$ cat src/rtl/bram_word_packer.sv
// Packs four accepted pixels per BRAM word (little-endian lanes) and writes one word per strobe.
// Optional macro PAD_FLUSH_EN adds In_Last to end a frame early with a PAD_VALUE-filled partial word.
module bram_word_packer #(
   parameter int                DATA_W    = 8,
   parameter int                WORD_W    = 32,
   parameter int                ADDR_W    = 9,
   parameter int                NUM_WORDS = 512,
   parameter logic [DATA_W-1:0] PAD_VALUE = '0
) (
   input  logic              CLK,
   input  logic              Reset_n,
   input  logic              Start,
   input  logic [DATA_W-1:0] In_Data,
   input  logic              In_Valid,
   output logic              In_Ready,
`ifdef PAD_FLUSH_EN
   input  logic              In_Last,
`endif
   output logic              Wr_En,
   output logic [ADDR_W-1:0] Wr_Addr,
   output logic [WORD_W-1:0] Wr_Data,
   output logic              Busy,
   output logic              Complete
);

   typedef enum logic [1:0] {IDLE, PACK, DONE} state_t;

   localparam logic [ADDR_W-1:0] LAST_WORD = ADDR_W'(NUM_WORDS - 1);

   state_t              state_q, state_d;
   logic [1:0]          lane_q, lane_d;
   logic [ADDR_W-1:0]   word_q, word_d;
   logic [WORD_W-1:0]   buf_q, buf_d;
   logic                wr_en_q, wr_en_d;
   logic [ADDR_W-1:0]   wr_addr_q, wr_addr_d;
   logic [WORD_W-1:0]   wr_data_q, wr_data_d;
   logic                accept;
   logic                last_in;
   logic [WORD_W-1:0]   merged;

   // Drops the new byte into its lane; on a flush, lanes above it take the pad value.
   function automatic logic [WORD_W-1:0] merge_lane(input logic [WORD_W-1:0] w,
                                                    input logic [1:0]        lane,
                                                    input logic [DATA_W-1:0] d,
                                                    input logic              pad);
      logic [WORD_W-1:0] r;
      r = w;
      for (int i = 0; i < 4; i++) begin
         if (2'(i) == lane) r[i*DATA_W +: DATA_W] = d;
         else if (pad && (2'(i) > lane)) r[i*DATA_W +: DATA_W] = PAD_VALUE;
      end
      return r;
   endfunction

   assign accept   = In_Valid && (state_q == PACK);
`ifdef PAD_FLUSH_EN
   assign last_in  = In_Last;
`else
   assign last_in  = 1'b0;
`endif
   assign merged   = merge_lane(buf_q, lane_q, In_Data, last_in);

   assign In_Ready = (state_q == PACK);
   assign Busy     = (state_q == PACK);
   assign Complete = (state_q == DONE);
   assign Wr_En    = wr_en_q;
   assign Wr_Addr  = wr_addr_q;
   assign Wr_Data  = wr_data_q;

   always_comb begin
      state_d   = state_q;
      lane_d    = lane_q;
      word_d    = word_q;
      buf_d     = buf_q;
      wr_en_d   = 1'b0;
      wr_addr_d = wr_addr_q;
      wr_data_d = wr_data_q;
      case (state_q)
         IDLE, DONE: begin
            if (Start) begin
               state_d = PACK;
               lane_d  = '0;
               word_d  = '0;
               buf_d   = '0;
            end
         end
         PACK: begin
            if (accept) begin
               buf_d = merged;
               if ((lane_q == 2'd3) || last_in) begin
                  wr_en_d   = 1'b1;
                  wr_addr_d = word_q;
                  wr_data_d = merged;
                  lane_d    = '0;
                  word_d    = word_q + 1'b1;
                  // Final word (or early flush) ends the frame; no address wrap.
                  if ((word_q == LAST_WORD) || last_in) state_d = DONE;
               end else begin
                  lane_d = lane_q + 1'b1;
               end
            end
         end
         default: state_d = IDLE;
      endcase
   end

   always_ff @(posedge CLK or negedge Reset_n) begin
      if (!Reset_n) begin
         state_q   <= IDLE;
         lane_q    <= '0;
         word_q    <= '0;
         buf_q     <= '0;
         wr_en_q   <= 1'b0;
         wr_addr_q <= '0;
         wr_data_q <= '0;
      end else begin
         state_q   <= state_d;
         lane_q    <= lane_d;
         word_q    <= word_d;
         buf_q     <= buf_d;
         wr_en_q   <= wr_en_d;
         wr_addr_q <= wr_addr_d;
         wr_data_q <= wr_data_d;
      end
   end

endmodule
$ cat config.mk
export PLATFORM = sky130hd
export DESIGN_NAME = bram_word_packer
export DESIGN_NICKNAME = d
export VERILOG_FILES = /design/src/rtl/bram_word_packer.sv
export SDC_FILE = /design/constraint.sdc
export NUM_CORES = 1
export LEC_CHECK = 0
export CAP_MARGIN = 20
export CORE_MARGIN = 4
export CORE_UTILIZATION = 40
export DETAILED_ROUTE_END_ITERATION = 8
export HOLD_SLACK_MARGIN = 0.1
export PLACE_DENSITY = 0.68
export SLEW_MARGIN = 10
export SYNTH_ARGS = -nofsm -noshare
export SYNTH_HDL_FRONTEND = slang
export SYNTH_SLANG_ARGS = --single-unit
$ cat constraint.sdc
create_clock -name CLK -period 1.68 [get_ports CLK]
set_input_delay 0.168 -clock CLK [delete_from_list [all_inputs] [get_ports CLK]]
set_output_delay 0.168 -clock CLK [all_outputs]
set_load 0.1 [all_outputs]
==> results of run 1 <==
[final timing paths]
kind | endpoint | slack [ns] | cells past startpoint
max in group asynchronous | Wr_Data[5] | 0.76 | 3
hold reg to reg | buf_q[16] | 0.50 | 2
min in group CLK | buf_q[16] | 0.50 | 2
hold / removal | Wr_Addr[8] | 0.32 | 2
setup reg to reg | state_q[1] | 0.05 | 7
setup / recovery | state_q[1] | 0.05 | 7
[critical path: stages (launching register included)]
cell and delay [ns]:
dfrtp_1 0.39, ha_1 0.21, and3_2 0.25, nand3_1 0.09, nor2_1 0.05, ha_1 0.17, and3_1 0.18, a22o_1 0.18
[metal layers]
metal | vias up | wire [microns]
met3 | 12 | 377
met2 | 75 | 3873
met4 | 0 | 99
met5 | - | 0
met1 | 1316 | 3488
li1 | 1334 | -
[report_power, final]
group          internal, uW  switching [uW]  total (uW)  leakage, uW
Sequential             2610             620        3230      0.00101
Clock                   561             661        1220    0.0000850
Combinational          2180            3890        6080      0.00127
Total                  5360            5170       10500      0.00236
[metrics by stage]
stage / cells / power [uW] / util [%] / TNS (ns) / hold slack [ns]
6_report: 531 / 10530 / 58.13 / 0 / 0.3222
5_1_grt: 531 / 11060 / 58.13 / 0 / 0.3460
4_1_cts: 531 / 10620 / 58.08 / 0 / 0.3341
3_5_place_dp: 515 / 9391 / 56.01 / 0 / 0.1631
3_3_place_gp: 515 / 9274 / 56.01 / 0 / 0.1538
2_1_floorplan: 364 / 7020 / - / -0.07523 / -0.1276
[cell usage after synthesis (2+ instances only)]
| cell type | instances | share of area [%] |
|---|---|---|
| buf_4 | 3 | 0.64 |
| nor2b_1 | 2 | 0.36 |
| o21ai_0 | 29 | 4.1 |
| inv_1 | 6 | 0.64 |
| or3_1 | 2 | 0.36 |
| and3_1 | 2 | 0.36 |
| dfrtp_1 | 79 | 56 |
| and4b_1 | 3 | 0.85 |
| buf_2 | 17 | 2.4 |
| a21oi_1 | 2 | 0.28 |
| nand2b_1 | 3 | 0.53 |
| ha_1 | 6 | 2.1 |
| nand4b_1 | 3 | 0.75 |
| nand3_1 | 30 | 4.3 |
| mux2i_1 | 27 | 7.7 |
| clkbuf_1 | 3 | 0.32 |
| nand2_1 | 130 | 14 |
| nor2_1 | 2 | 0.21 |
[final cells by class]
class	instances	area [sq um]
Timing Repair Buffer	71	1174
Clock buffer	11	141.4
Inverter	7	30.03
Sequential cell	79	1977
Fill cell	727	3510
Multi-Input combinational cell	254	1396
Tap cell	105	131.4
Clock inverter	4	22.52
[registers in the layout, indices dropped and copies added (netlist names)]
signal and flops:
Wr_Data 32, word_q 9, lane_q 2, buf_q 24, state_q 2, Wr_Addr 9, Wr_En 1
[logic make-up after synthesis]
logic type / after synthesis / synth area share (%)
AO/OA/AOI/OAI: 40 / 6.513
adder cells (fa/ha/maj): 6 / 2.135
buffers and inverters: 31 / 4.448
flip-flops: 79 / 56.23
multiplexers: 27 / 7.687
AND/OR/NAND/NOR: 181 / 22.99
[timing repair]
item,4_1_cts,5_1_grt
hold buffers,1,0
hold endpoints to repair,34,0
gates resized for setup,0,3
setup endpoints to repair,0,8
==> run metrics, run 1 <==
vias in the first global route=2726; Root Driver=clkbuf_8; #FFs+latches synth=79; Clock Path Buffers=2; Initial DRC Count=153; beginning of the worst register-to-register path=word_q[0]; endpoint class of the critical path=flop; PwrDens=2161 mW/mm^2; WL final=between 7000 and 8000 microns; global-route track usage on met3=between 4 and 5%; Worst slew margin=about two thirds; Die H=101.8 microns; Row Count=33; port bufs=56; Worst-Skew Late Latency=~0.35 ns; antenna-violating nets left=0; max_cap viols=0; crit path DAT=around 1.9 ns; layout cell share with drive strength beyond 1=between 15 and 20%; Worst Hold Class=in -> async; final-stage net count=between 400 and 500; CTS tree=done; Seq/Total Area, Yosys=a little under three fifths; num ports=57; drt drc=0; initial antenna violation count=0; GRT overflow=0; Final setup viols=0; minimum clock period=~1.6 ns; Post-Place Cell Area=between 0.004 and 0.005 sq mm; Setup WS post-layout=0.05208 ns; yosys warns=0; drt wl/cell=14.76 microns; global-route wire length before repair=roughly 14000 microns; syn_nets=between 300 and 400; Layout area overhead=38.58%; Mapped Avg Cell Area=slightly below 10 sq um; GPL Wtd Cong=between 0.7 and 0.8; clk slew on worst S/H paths=0.08 ns; static leakage=0.002362 uW; Vias/cell=just over 5; GR Util met2=26.56%; unrepaired setup endpoints after global routing=no; Max FO, Critical Path=5; maximum vdd ir drop=0.8648 mV; slew at the pin closest to its max-slew limit=around 0.49 ns; via count=between 2000 and 3000; # diodes=0; EDFF count, synth=0; clk_skew=just over 0.005 ns; H-tree lvl count=3; Final Hold Fails=0; GR Util All Layers=16.63%; Setup WS pre-CTS=0.06505 ns; die width=101.8 microns; Die Area=approximately 0.010 sq mm; clk sink count=between 70 and 80; Req. time, crit path=approximately 1.9 ns; Slew Limit Fails=0; Netlist cell types=33; ys flop type=dfrtp_1; Worst Setup SP=word_q[0]; drt pass-1 iters=5; Post-Syn Area=about 0.0035 sq mm; core area=0.008382 sq mm; run status=completed; design area=slightly below 0.005 sq mm; grt met1 use=between 20% and 30%; Starting Density=41.95%; clock buffer count from CTS=9; Post-Synthesis Cells=about 360; setup bufs post-CTS=0; largest net degree at the start of global routing=39; async set-or-reset flop fraction in the synthesized netlist=100.0%; commonest non-fill, non-tap cell in the layout=nand2_1; critical setup path kind=reg -> reg; most used routing layer=met2; period utilization=a little over nine tenths; CP startpoint kind=flop; Detailed Place HPWL=about 5600 microns; fmax=slightly above 0.6 GHz; most frequent cells in the layout=nand2_1, dfrtp_1, buf_12
Power figures use the tool's default switching activity.
==> run 2: changes to the inputs <==
Settings changed: SLEW_MARGIN 10 to 20.
==> results of run 2 <==
No change in the layout: final DEF, timing and power equal those of run 1.
==> run 3: changes to the inputs <==
Settings changed: ABC_AREA from default to 0, TNS_END_PERCENT from default to 30.
==> run metrics, run 3 (synthesis results as in run 1) <==
Starting Density=between 40% and 50%; H-tree lvl count=3; port bufs=56; fmax=around 0.61 GHz; CP cell instances=ha_1 -> and3_1 -> nand3_1 -> nor2_1 -> ha_1 -> and3_1 -> a22o_1; Slew Limit Fails=0; Worst Setup EP=state_q[1]; Setup WS pre-CTS=roughly 0.065 ns; Final setup viols=0; core area=around 0.0084 sq mm; delay of the slowest cell on the worst path=a little under 0.4 ns; Worst Setup SP=word_q[0]; CTS tree=done; # diodes=0; most frequent cells in the layout=nand2_1, dfrtp_1, buf_12; grt met1 use=22.38%; # fillers=between 700 and 800; Worst-Skew Late Latency=roughly 0.35 ns; run status=completed; Initial DRC Count=between 150 and 200; largest net degree at the start of global routing=39; num ports=between 50 and 60; Final Util=a little under 60%; period utilization=between 90% and 100%; minimum clock period=about 1.6 ns; clock buffer count from CTS=9; commonest non-fill, non-tap cell in the layout=nand2_1; clk_skew=0.005031 ns; Die H=roughly 100 microns; Setup WS post-layout=approximately 0.049 ns; Vias/cell=a little over 5; hold slack=between 0.3 and 0.4 ns; unrepaired setup endpoints after global routing=yes; Worst Hold Class=in -> async; Final Hold Fails=0; CP startpoint kind=flop; FF-to-FF End=state_q[1]; global-route wire length before repair=roughly 14000 microns; FF-to-FF path depth=7; slew at the pin closest to its max-slew limit=~0.49 ns; WL final=7837 microns; Clock Path Buffers=2; worst reg2reg setup slack=roughly 0.049 ns; clk sink count=79; initial antenna violation count=0; layout cell share with drive strength beyond 1=roughly a fifth; CP max-delay cell=dfrtp_1; global-route track usage on met3=4.063%; static leakage=roughly 0.0024 uW; max reg flops=32; maximum vdd ir drop=slightly below 0.9 mV; endpoint class of the critical path=flop; drt wl/cell=14.76 microns; multi-input logic area=0.001395 sq mm; Req. time, crit path=roughly 1.9 ns; Root Driver=clkbuf_8; FF/Latch Area=between 0.0015 and 0.002 sq mm; drt pass-1 iters=5; most used routing layer=met2; Layout area overhead=38.54%; Worst slew margin=between 60% and 70%; Row Count=33; die width=between 100 and 150 microns; Total Power=approximately 11000 uW; antenna-violating nets left=0; max_cap viols=0; drt drc=0; GR Util All Layers=16.63%; critical setup path kind=reg -> reg; beginning of the worst register-to-register path=word_q[0]; PwrDens=2162 mW/mm^2; GRT overflow=0; Detailed Place HPWL=5606 microns; Max FO, Critical Path=5; Die Area=0.01035 sq mm; final-stage net count=440; GR Util met2=26.56%; clk slew on worst S/H paths=about 0.08 ns; GPL Wtd Cong=~0.8; crit path DAT=1.87 ns; placed insts=just over 500; vias in the first global route=2726; fin cells=between 500 and 600; via count=2735
==> run 3: cell types whose count changed in the layout (fill, tap and decap cells not counted) <==
cell,before,now
and3_1,1,2
and3_2,1,0
==> run 3: stage by stage <==
| stage | setup TNS [ns] | cell area (sq um) |
|---|---|---|
| 4_1_cts | 0 | 4868 |
| 2_1_floorplan | -0.07523 | 3542 |
| 5_1_grt | -0.002700 | 4871 |
| 6_report | 0 | 4871 |
| 3_3_place_gp | 0 | 4695 |
| 3_5_place_dp | 0 | 4695 |
==> run 3: how the worst min path moves through the flow <==
stage	end	cells past startpoint
final	Wr_Addr[8]	2
after global routing	Wr_Addr[8]	2
after CTS	Wr_Addr[8]	2
after detailed placement	Wr_Addr[8]	1
after global placement	Wr_Addr[8]	1
after floorplan	Wr_Addr[0]	0
==> run 3: critical path, delay by kind of cell, from the launching register on <==
kind	cells	cell delay (ns)
DFF	1	0.39
and+or+nand+nor	4	0.57
AOI/OAI and AO/OA	1	0.18
adders and majority gates	2	0.38
==> run 3: area by class of cell <==
cell class,instances,area share (%)
multi-input combinational,254,28.64
tap,105,2.697
clock inverter,4,0.4624
clock buffer,11,2.903
sequential,79,40.59
inverter,7,0.6165
timing repair buffer,71,24.09
==> run 3: what timing repair did <==
item                                   CTS  global route
endpoints found under the hold margin   34             0
gates resized for setup                  0             2
hold buffers                             1             0
setup endpoints to repair                0             8
buffers inserted                         0             0
==> run 3: routing by layer <==
layer	vias up	share of wire (%)
met1	1313	44
met5	-	0
met3	12	4.9
met2	76	49
met4	0	1.3
li1	1334	-
==> run 3: report_power, final <==
| group | switching, uW | leakage [uW] | internal (uW) |
|---|---|---|---|
| Clock | 661 | 0.0000850 | 561 |
| Sequential | 620 | 0.00101 | 2610 |
| Combinational | 3890 | 0.00127 | 2180 |
| Total | 5170 | 0.00236 | 5360 |
